<file path="config.mk">
export PLATFORM = sky130hd
export DESIGN_NAME = core_inject_arbiter
export DESIGN_NICKNAME = d
export VERILOG_FILES = /design/src/rtl/noc_pkg.sv /design/src/rtl/rr_arbiter.sv /design/src/rtl/core_inject_arbiter.sv
export SDC_FILE = /design/constraint.sdc
export NUM_CORES = 1
export LEC_CHECK = 0
export CORE_ASPECT_RATIO = 1.25
export CORE_UTILIZATION = 40
export DETAILED_ROUTE_END_ITERATION = 16
export PLACE_DENSITY_LB_ADDON = 0.08
export SYNTH_ARGS = -nofsm -noshare
export SYNTH_HDL_FRONTEND = slang
export SYNTH_SLANG_ARGS = --single-unit
</file>
<file path="constraint.sdc">
create_clock -name clk -period 5 [get_ports clk]
set_input_delay 1 -clock clk [delete_from_list [all_inputs] [get_ports clk]]
set_output_delay 1 -clock clk [all_outputs]
set_load 0.02 [all_outputs]
</file>
<file path="src/rtl/noc_pkg.sv">
// Shared NoC types and default widths for the core injection path.
package noc_pkg;

    typedef enum logic [1:0] {
        IDLE  = 2'd0,
        READ  = 2'd1,
        WRITE = 2'd2
    } ci_state_t;

    localparam int FLIT_WIDTH_DEF      = 32;
    localparam int VC_PER_IN_PORTS_DEF = 2;

    // Index width that stays legal for a single-entry range.
    function automatic int idx_width(input int n);
        return (n > 1) ? $clog2(n) : 1;
    endfunction

endpackage

</file>
<file path="src/rtl/rr_arbiter.sv">
// Round-robin arbiter: the first asserted request at or above ptr_i (with wrap) wins.
module rr_arbiter
    import noc_pkg::*;
#(
    parameter int N     = 4,
    parameter int IDX_W = idx_width(N)
) (
    input  logic [N-1:0]     req_i,
    input  logic [IDX_W-1:0] ptr_i,
    output logic [N-1:0]     grant_o,
    output logic [IDX_W-1:0] grant_idx_o,
    output logic             any_o
);

    int idx;

    always_comb begin
        grant_o     = '0;
        grant_idx_o = '0;
        any_o       = 1'b0;
        idx         = 0;
        for (int k = 0; k < N; k++) begin
            idx = int'(ptr_i) + k;
            if (idx >= N) begin
                idx = idx - N;
            end
            if (!any_o && req_i[idx]) begin
                any_o        = 1'b1;
                grant_o[idx] = 1'b1;
                grant_idx_o  = IDX_W'(idx);
            end
        end
    end

endmodule

</file>
<file path="src/rtl/core_inject_arbiter.sv">
// Shares one core_interface injection port among NUM_REQ requesters and
// sequences its READ (REn) then WRITE (WEn) handshake for each accepted flit.
//
// state | meaning
// IDLE  | arbitrate; pulse req_ready to the winner and latch its flit
// READ  | REn + v_from_core asserted with the latched flit
// WRITE | WEn asserted; router takes the flit next cycle
module core_inject_arbiter
    import noc_pkg::*;
#(
    parameter int FLIT_WIDTH      = FLIT_WIDTH_DEF,
    parameter int NUM_REQ         = 4,
    parameter int VC_PER_IN_PORTS = VC_PER_IN_PORTS_DEF,
    parameter int REQ_W           = $clog2(NUM_REQ),
    parameter int VC_W            = $clog2(VC_PER_IN_PORTS)
) (
    input  logic                          clk,
    input  logic                          reset,
    input  logic [NUM_REQ-1:0]            req_valid,
    input  logic [NUM_REQ*FLIT_WIDTH-1:0] req_flit,
    input  logic [NUM_REQ*VC_W-1:0]       req_vc,
    output logic [NUM_REQ-1:0]            req_ready,
    input  logic [VC_PER_IN_PORTS-1:0]    vc_full,
    output logic                          ci_ren,
    output logic                          ci_wen,
    output logic                          ci_v,
    output logic [FLIT_WIDTH-1:0]         ci_flit,
    output logic [REQ_W-1:0]              grant_id,
    output logic                          busy
);

    ci_state_t             state_q;
    logic [REQ_W-1:0]      rr_ptr_q;
    logic [REQ_W-1:0]      rr_ptr_d;
    logic [REQ_W-1:0]      grant_id_q;
    logic [FLIT_WIDTH-1:0] flit_q;
    logic                  ci_ren_q;
    logic                  ci_wen_q;
    logic                  ci_v_q;

    logic [NUM_REQ-1:0]    eligible;
    logic [VC_W-1:0]       vc_sel;
    logic [NUM_REQ-1:0]    win_oh;
    logic [REQ_W-1:0]      win_idx;
    logic                  win_any;
    logic [FLIT_WIDTH-1:0] win_flit;

    // Out-of-range VC indices never become eligible.
    always_comb begin
        eligible = '0;
        vc_sel   = '0;
        for (int i = 0; i < NUM_REQ; i++) begin
            vc_sel = req_vc[i*VC_W +: VC_W];
            if (req_valid[i] && (int'(vc_sel) < VC_PER_IN_PORTS)) begin
                eligible[i] = ~vc_full[vc_sel];
            end
        end
    end

    rr_arbiter #(
        .N     (NUM_REQ),
        .IDX_W (REQ_W)
    ) u_rr_arbiter (
        .req_i       (eligible),
        .ptr_i       (rr_ptr_q),
        .grant_o     (win_oh),
        .grant_idx_o (win_idx),
        .any_o       (win_any)
    );

    assign win_flit = req_flit[win_idx*FLIT_WIDTH +: FLIT_WIDTH];
    assign rr_ptr_d = (win_idx == REQ_W'(NUM_REQ - 1)) ? '0 : win_idx + REQ_W'(1);

    always_ff @(posedge clk) begin
        if (reset) begin
            state_q    <= IDLE;
            rr_ptr_q   <= '0;
            grant_id_q <= '0;
            flit_q     <= '0;
            ci_ren_q   <= 1'b0;
            ci_wen_q   <= 1'b0;
            ci_v_q     <= 1'b0;
        end else begin
            case (state_q)
                IDLE: begin
                    if (win_any) begin
                        flit_q     <= win_flit;
                        grant_id_q <= win_idx;
                        rr_ptr_q   <= rr_ptr_d;
                        ci_ren_q   <= 1'b1;
                        ci_v_q     <= 1'b1;
                        state_q    <= READ;
                    end
                end
                READ: begin
                    ci_ren_q <= 1'b0;
                    ci_v_q   <= 1'b0;
                    ci_wen_q <= 1'b1;
                    state_q  <= WRITE;
                end
                WRITE: begin
                    ci_wen_q <= 1'b0;
                    state_q  <= IDLE;
                end
                default: begin
                    ci_ren_q <= 1'b0;
                    ci_v_q   <= 1'b0;
                    ci_wen_q <= 1'b0;
                    state_q  <= IDLE;
                end
            endcase
        end
    end

    // The accept pulse is combinational so the requester can retire its flit this cycle.
    assign req_ready = (state_q == IDLE && !reset) ? win_oh : '0;

    assign ci_ren   = ci_ren_q;
    assign ci_wen   = ci_wen_q;
    assign ci_v     = ci_v_q;
    assign ci_flit  = flit_q;
    assign grant_id = grant_id_q;
    assign busy     = (state_q != IDLE);

endmodule

</file>
# Yosys cells after proc, flatten, opt, wreduce, memory -nomap -nowiden
# Cells that the tools add are included.
[word_totals] output_inout_bits=42 wordCells=114 register_bits=40
[classes] muxes=55 n_reduce_logical=16 n_bitwise=8 n_eq_ne=4 addsub=8 magnitude_cmp=16 shift=1
[ops] operator="$ge A32 B1 Y1 const B" count=4
[ops] operator="$lt A32 B4 Y1 const B" count=4
[ops] operator="$mux W32" count=4
[ops] operator="$shiftx A128 B8 Y32" count=1
[ops] operator="$ge A32 B4 Y1 const B" count=3
[ops] operator="$sub A32 B4 Y32 const B" count=3
[ops] operator="$mux W1" count=29
[ops] operator="$mux W4" count=5
[ops] operator="$mux W2" count=6
[ops] operator="$or A4 B4 Y4" count=3
[ops] operator="$bmux W1 S2" count=4
[ops] operator="$demux W1 S2" count=4
[ops] operator="$logic_and A1 B1 Y1" count=8
[ops] operator="$lt A1 B2 Y1 const B" count=4
[ops] operator="$add A2 B2 Y3 const B" count=2
[ops] operator="$not A1 Y1" count=5
[ops] operator="$eq A2 B2 Y1 const B" count=2
[ops] operator="$logic_not A1 Y1" count=4
[ops] operator="$pmux W1 S2" count=2
[ops] operator="$pmux W2 S2" count=1
[ops] operator="$reduce_and A2 Y1" count=2
[ops] operator="$sub A2 B3 Y4 const B" count=1
[ops] operator="$add A2 B1 Y3 const B" count=1
[ops] operator="$ge A2 B3 Y1 const B" count=1
[ops] operator="5 further kinds" count=5

# Depth between registers and ports, before layout
# Gate-level depths: netlist of the first run.
[depth] word_depth=19 depth_mapped=12 depth_no_buf=8

# Modules after synthesis
# From an unflattened synthesis of the first run, not the netlist that was laid out.
[hier_totals] cells_unflattened=202 area_unflattened_um2=2672.6
[modules_own_cells] mod="core_inject_arbiter" cells_each=154 n_inst=1 seq_area_each_um2=800.8 area_each_um2=2212.1
[modules_own_cells] mod="rr_arbiter" cells_each=48 n_inst=1 seq_area_each_um2=0.0 area_each_um2=460.4

# Least setup slack after synthesis of the first run
# Ideal clock, no wire load.
[synth_timing] kind="flip-flop to output port" from="reg rr_ptr_q[0]" to="out req_ready[0]" path_stages_with_launch=9 path_buffers=1 slack_ns=0.959 arrival_ns=3.041 path_cell_list="dfxtp_1 -> clkinv_1 -> ha_1 -> clkbuf_1 -> mux4_2 -> or2_1 -> nor3b_1 -> nand2_1 -> a21oi_1"
[synth_between] elab_chain_cells=16 elab_cells_between_ends=64 cone_classes="add/sub: 7; order compare: 12; mux: 32; bitwise: 3; reduce/logical: 10"
[synth_rtl] element="from (decl)" line_no="core_inject_arbiter.sv:33" rtl="logic [REQ_W-1:0] rr_ptr_q;"
[synth_rtl] element="from (signal assigned)" line_no="core_inject_arbiter.sv:89" rtl="rr_ptr_q <= rr_ptr_d;"
[synth_rtl] element="branches (longest 14 deep; another with $sub A32 B4 Y32)"
[synth_rtl] element="$mux W4 (*)" line_no="rr_arbiter.sv:27" rtl="if (!any_o && req_i[idx]) begin"
[synth_rtl] element="$mux W4 (*)" line_no="core_inject_arbiter.sv:116" rtl="assign req_ready = (state_q == IDLE && !reset) ? win_oh : '0;"
[synth_rtl] element="to (decl)" line_no="core_inject_arbiter.sv:22" rtl="output logic [NUM_REQ-1:0] req_ready,"
# Every way passes the cells marked *. The select of a mux whose other input is x is not followed.

# Worst setup path after layout of the first run
[layout_timing] from="in req_vc[3]" to="out req_ready[2]"
[layout_between] elab_chain_cells=18 elab_cells_between_ends=33 cone_classes="mux: 23; bitwise: 4; reduce/logical: 6"
[layout_rtl] element="from (decl)" line_no="core_inject_arbiter.sv:21" rtl="input logic [NUM_REQ*VC_W-1:0] req_vc,"
[layout_rtl] element="$mux W1 (not written as such) (*) (2 in a row)" line_no="core_inject_arbiter.sv:55" rtl="eligible[i] = ~vc_full[vc_sel];"
[layout_rtl] element="$not A1 Y1 (*)" line_no="core_inject_arbiter.sv:55"
[layout_rtl] element="$mux W1 (*)" line_no="core_inject_arbiter.sv:54" rtl="if (req_valid[i] && (int'(vc_sel) < VC_PER_IN_PORTS)) begin"
[layout_rtl] element="$bmux W1 S2" line_no="rr_arbiter.sv:27"
[layout_rtl] element="$mux W1 (not written as such) (2 in a row)" line_no="rr_arbiter.sv:27"
[layout_rtl] element="$mux W1" line_no="rr_arbiter.sv:27"
[layout_rtl] element="$logic_not A1 Y1" line_no="rr_arbiter.sv:27"
[layout_rtl] element="$logic_and A1 B1 Y1" line_no="rr_arbiter.sv:27"
[layout_rtl] element="$mux W1" line_no="rr_arbiter.sv:27"
[layout_rtl] element="$logic_not A1 Y1" line_no="rr_arbiter.sv:27"
[layout_rtl] element="$logic_and A1 B1 Y1" line_no="rr_arbiter.sv:27"
[layout_rtl] element="$mux W1" line_no="rr_arbiter.sv:27"
[layout_rtl] element="$logic_not A1 Y1" line_no="rr_arbiter.sv:27"
[layout_rtl] element="$logic_and A1 B1 Y1" line_no="rr_arbiter.sv:27"
[layout_rtl] element="$mux W4 (*)" line_no="rr_arbiter.sv:27"
[layout_rtl] element="$mux W4 (*)" line_no="core_inject_arbiter.sv:116"
# Mark *: on every way between the ends. The rest lies on a longest branch, timed or not. The select of a mux whose other input is x is not followed.

==> qor.yml, run 1 <==
final_layout:
  drive_above_1_share_pct: 13.7
  antenna_cells: 0
  layout.nets: 600
  syn2layout_area_growth_pct: 67.4
setup_path:
  cp_max_fo: 7
  worst_setup_path_start_kind: "primary input"
  arrival_ns: 3.80
  crit_path_end_kind: "output port"
  reg2reg_depth: 9
  critPathRequiredTime_ns: 4.00
  critPathKind: "primary input to output port"
detailed_routing:
  drtIter0Drc: 76
  ant_nets: 0
  routed_wl_mm: 8.38
  num_vias: 2798
  wl_per_cell_microns: 15.4
  drc_errors: 0
  drtPass1Iterations: 4
  vias_per_cell: 5.15
sta:
  slew_violations: 0
  hold_ws_ns: 0.473
  relSlewSlack_pct: 55.5
  finalHoldViolCount: 0
  setup-violations-final: 0
  fin_tns_setup_ns: 0
  grt_setup_unrepaired: "false"
  worstMarginPinSlew_ns: 0.667
  period_needed_ns: 4.80
  finClkSkew_ns: 0.00793
  period_share_pct: 96.0
  fmax_ghz: 0.208
run:
  max_cap_violations: 0
clock_tree:
  cts_tree: "built"
  post_cts_resized: 0
  root_buffer: "clkbuf_8"
  cts_max_level: 2
  postCtsHoldBufs: 0
  clock_latency_ns: 0.29
  cts_setup_buffers: 0
  cts_sinks: 40
  clkTransAtPathRegs_ns: 0.09
  clockBufferDepth: 2
  cts_buffers: 5
logic_synthesis:
  synthDistinctLibCells: 42
  syn_area_sq_um: 2910
  ys_ff_latch: 40
  synth.avg_cell_area_sq_um: 10.5
  async_reset_ff_share_pct: 0
  yosys_warnings: 0
  synth_cells: 277
  synth_nets: 425
  synth_flop_cell: "dfxtp_1"
  synth-edff-count: 0
  ys_seq_area_share_pct: 27.5
status:
  outcome: "completed"
hold_path:
  hold_class: "register to register"
  hold_depth: 2
global_route:
  grt_max_degree: 38
  grt_pass1_vias: 2873
  grt_overflow: 0
  antenna_found_initial: 0
  grt_usage_pct: 22.1
  grt_pass1_wl_mm: 13.4
power:
  power_density_nw_per_um2: 547
  ir_drop_mv: 0.406
  leakagePower_nw: 1.82
die:
  die_h_microns: 97.3
  start_util_pct: 41.7
  rows: 34
  die_x_microns: 78.3
  fp.coreArea_sq_um: 6980
  io_pins: 182
  die_area_sq_um: 7620
place:
  hpwl_mm: 6.61
  portBuffers: 181
  place.gp.congestion: 0.840
-- power by group --
| part | switching [mW] | leakage (nW) | internal (mW) |
|---|---|---|---|
| Combinational | 0.933 | 1.43 | 0.905 |
| Clock | 0.124 | 0.0548 | 0.150 |
| Sequential | 0.0796 | 0.330 | 0.469 |
-- final cells by class --
type	instances	area (sq um)
inverters	5	18.8
flip-flops and latches	40	801
clock inverters	3	46.3
multi-input cells	210	1930
clock buffers	5	68.8
fillers	585	2110
well taps	90	113
repair buffers	190	1890
-- cell families after synthesis --
family	synth area share (%)
compound gates	22.2
simple gates	10.5
mux	28.5
fa+ha+maj	3.44
buf+inv	6.71
flops	27.5
xor+xnor	1.16
-- cell usage after synthesis (2+ instances only) --
cell type | n | area (sq um)
dfxtp_1 | 40 | 801
a21oi_1 | 9 | 45.0
buf_4 | 3 | 22.5
a211oi_1 | 3 | 22.5
o221ai_1 | 2 | 17.5
ha_1 | 8 | 100
clkbuf_1 | 6 | 22.5
buf_12 | 3 | 60.1
mux2i_1 | 72 | 721
nor3_1 | 2 | 10.0
and2_1 | 4 | 25.0
mux4_2 | 3 | 67.6
nand2_1 | 42 | 158
buf_6 | 3 | 33.8
buf_2 | 6 | 30.0
inv_1 | 4 | 15.0
o221ai_2 | 30 | 450
a22o_2 | 4 | 40.0
nor2_1 | 10 | 37.5
-- flip-flops by register name, summed over array words and instances (netlist names) --
register,cells
state_q,2
rr_ptr_q,2
grant_id,2
ci_v,1
ci_wen,1
ci_flit,32
-- cell usage in the layout, fill, tap and decap left out, drive strengths merged, types with 5 or more instances in the layout --
master,Yosys,routed
clkdlybuf4s50,0,181
mux2i,72,72
nand2,42,42
dfxtp,40,40
o221ai,32,32
nor2,10,10
a21oi,9,9
buf,15,9
ha,8,8
clkbuf,7,5
inv,4,5
-- per-layer routing --
metal	vias up	global-route usage [%]	part of all wire, %
li1	1394	-	-
met1	1281	23.5	39
met2	112	41.5	52
met3	11	5.92	7.2
met4	0	6.98	2.0
met5	-	0	0
-- stage by stage --
stage	cells	area [sq um]	util [%]	setup WS, ns	total power, mW
6_report	543	4870	69.8	0.202	2.66
5_1_grt	543	4870	69.8	0.0578	2.83
4_1_cts	543	4860	69.7	0.0916	2.69
3_5_place_dp	535	4750	68.0	0.0975	2.41
3_3_place_gp	535	4750	68.0	0.201	2.39
2_1_floorplan	277	2910	-	0.959	1.84
-- final timing paths --
kind / slack (ns) / start / end
min: 0.47 / ci_flit[5] / ci_flit[5]
max: 0.20 / req_vc[3] / req_ready[2]
max reg2reg: 1.74 / rr_ptr_q[0] / ci_flit[22]
min reg2reg: 0.47 / ci_flit[5] / ci_flit[5]
-- worst max-delay path, stage by stage --
cell and delay, ns:
clkdlybuf4s50_1 0.49, mux2i_1 0.29, nand2_1 0.21, mux4_2 0.56, nor2_1 0.24, a22o_2 0.18
mux2i_1 0.06, a21oi_1 0.14, clkdlybuf4s50_1 0.61
No activity file was read; power rests on OpenSTA's default activity.
==> run 2, diff against run 1 <==
--- a/config.mk
+++ b/config.mk
@@ -7,8 +7,10 @@
 export LEC_CHECK = 0
 export CORE_ASPECT_RATIO = 1.25
 export CORE_UTILIZATION = 40
+export CTS_CLUSTER_DIAMETER = 80
 export DETAILED_ROUTE_END_ITERATION = 16
 export PLACE_DENSITY_LB_ADDON = 0.08
+export RECOVER_POWER = 25
 export SYNTH_ARGS = -nofsm -noshare
 export SYNTH_HDL_FRONTEND = slang
 export SYNTH_SLANG_ARGS = --single-unit
==> run 2 against run 1 <==
  * Design area unchanged
  * Critical path depth unchanged
  * Power down 1.1%
  * Register-to-register slack about the same
  * Sequential share of layout area unchanged
  * Flip-flop and latch count unchanged
  * Count of clock-buffer cells in the layout unchanged
  * Fmax up 0.55%
  * Via count up 0.25%
==> qor.yml, run 2 (same netlist as run 1, synthesis figures left out) <==
status:
  outcome: "completed"
final_layout:
  largest_register_ffs: 32
  stdcell_count: 543
  fill_cells: 585
  syn2layout_area_growth_pct: 67.4
  drive_above_1_share_pct: 13.7
  final_util_pct: 69.8
  layout_commonest_cell: "clkdlybuf4s50_1"
  antenna_cells: 0
  design_area_sq_um: 4870
  final_cell_mix: "162 x clkdlybuf4s50_1, 72 x mux2i_1, 42 x nand2_1, 40 x dfxtp_1, 30 x o221ai_2"
  layout.nets: 600
setup_path:
  critPathBufInv: 2
  regToRegEndpoint: "ci_flit[16]"
  critPathRequiredTime_ns: 4.00
  critPathKind: "primary input to output port"
  worst_setup_path_start_kind: "primary input"
  crit_family: "buffers and inverters"
  worstReg2RegStart: "rr_ptr_q[0]"
  r2r_slack_ns: 1.74
  reg2reg_depth: 9
  crit_start: "req_vc[3]"
  worstPathCellList: "clkdlybuf4s50_1 > mux2i_1 > nand2_1 > mux4_2 > nor2_1 > a22o_2 > mux2i_1 > a21oi_1 > clkdlybuf4s50_1"
  crit_path_end_kind: "output port"
  arrival_ns: 3.77
  crit_path_max_incr_delay_ns: 0.61
  cp_max_fo: 7
  crit_slowest_cell: "clkdlybuf4s50_1"
clock_tree:
  post_cts_resized: 0
  clockBufferDepth: 2
  cts_tree: "built"
  clkTransAtPathRegs_ns: 0.09
  clock_latency_ns: 0.29
  cts_setup_buffers: 0
  cts_max_level: 2
  postCtsHoldBufs: 0
  cts_buffers: 5
  cts_sinks: 40
  root_buffer: "clkbuf_8"
sta:
  period_needed_ns: 4.77
  grt_setup_unrepaired: "false"
  setup-violations-final: 0
  slew_violations: 0
  fmax_ghz: 0.210
  worstMarginPinSlew_ns: 0.670
  relSlewSlack_pct: 55.3
  finClkSkew_ns: 0.00751
  finalHoldViolCount: 0
  timing.final.ws_setup_ns: 0.228
  fin_tns_setup_ns: 0
  period_share_pct: 95.4
detailed_routing:
  wl_per_cell_microns: 15.4
  drtIter0Drc: 78
  drc_errors: 0
  drtPass1Iterations: 4
  routed_wl_mm: 8.34
  ant_nets: 0
  num_vias: 2805
  vias_per_cell: 5.17
global_route:
  grt_util_met3_pct: 5.92
  grt_pass1_wl_mm: 13.4
  use_met2_pct: 41.5
  grt_max_degree: 38
  grt_pass1_vias: 2873
  grt_usage_pct: 22.1
  grt_overflow: 0
  grt_util_met1_pct: 23.5
  busiest_layer: "met2"
  antenna_found_initial: 0
die:
  rows: 34
  fp.coreArea_sq_um: 6980
  die_h_microns: 97.3
  start_util_pct: 41.7
  die_x_microns: 78.3
  die_area_sq_um: 7620
  io_pins: 182
place:
  dp_cells: 535
  pre_cts_slack_ns: 0.0975
  portBuffers: 181
  hpwl_mm: 6.61
  dpl_cell_area_sq_um: 4750
  place.gp.congestion: 0.840
hold_path:
  whs_endpoint: "ci_flit[6]"
  hold_class: "register to register"
  min_from: "ci_flit[6]"
  hold_depth: 2
power:
  swShare_pct: 43.0
  p_sw_mw: 1.13
  ir_drop_mv: 0.405
  p_seq_share_pct: 20.7
  power_density_nw_per_um2: 541
  leakagePower_nw: 1.87
  clockPowerShare_pct: 10.4
  comb_power_share_pct: 68.9
  intPower_mw: 1.50
run:
  max_cap_violations: 0
run 2: cell types whose count changed in the layout (fill, tap and decap cells not counted), sizes merged:
cell | previous run | this run
dlygate4sd3 | 0 | 19
clkdlybuf4s50 | 181 | 162
run 2: cell type report:
| class | instances | area, sq um | share of cell area (%) |
|---|---|---|---|
| clock inverters | 3 | 46.3 | 0.951 |
| multi-input cells | 210 | 1930 | 39.6 |
| flip-flops and latches | 40 | 801 | 16.5 |
| clock buffers | 5 | 68.8 | 1.41 |
| well taps | 90 | 113 | 2.31 |
| repair buffers | 190 | 1890 | 38.9 |
| inverters | 5 | 18.8 | 0.386 |
run 2: how the worst max path moves through the flow:
stage          cells past startpoint           end  slack (ns)
2_1_floorplan                      8  req_ready[0]        0.96
3_3_place_gp                       9  req_ready[2]        0.20
3_5_place_dp                       9  req_ready[2]         0.1
4_1_cts                            9  req_ready[2]        0.09
5_1_grt                            9  req_ready[3]        0.06
6_report                           9  req_ready[2]        0.23
run 2: power by group through the flow:
stage	Clock [mW]	Combinational, mW	Sequential (mW)
CTS	0.283	1.86	0.549
detailed placement	0	1.86	0.551
global placement	0	1.84	0.549
floorplan	0	1.11	0.726
finish	0.274	1.81	0.545
global route	0.296	1.95	0.562
run 2: metal layers:
metal | part of all wire (%) | vias to the layer above
li1 | - | 1396
met1 | 39 | 1284
met2 | 52 | 114
met3 | 7.2 | 11
met4 | 2.0 | 0
met5 | 0 | -
run 2: metrics by stage:
step                      total power [mW]  hold slack, ns
after floorplan                       1.84           0.437
after global placement                2.39           0.444
after detailed placement              2.41           0.448
after CTS                             2.69           0.478
after global routing                  2.80           0.494
final                                 2.63           0.467
run 2: tightest hold or removal path, stage by stage (launching register included):
cell      delay [ns]
dfxtp_1         0.33
nand2_1         0.06
o221ai_2        0.05
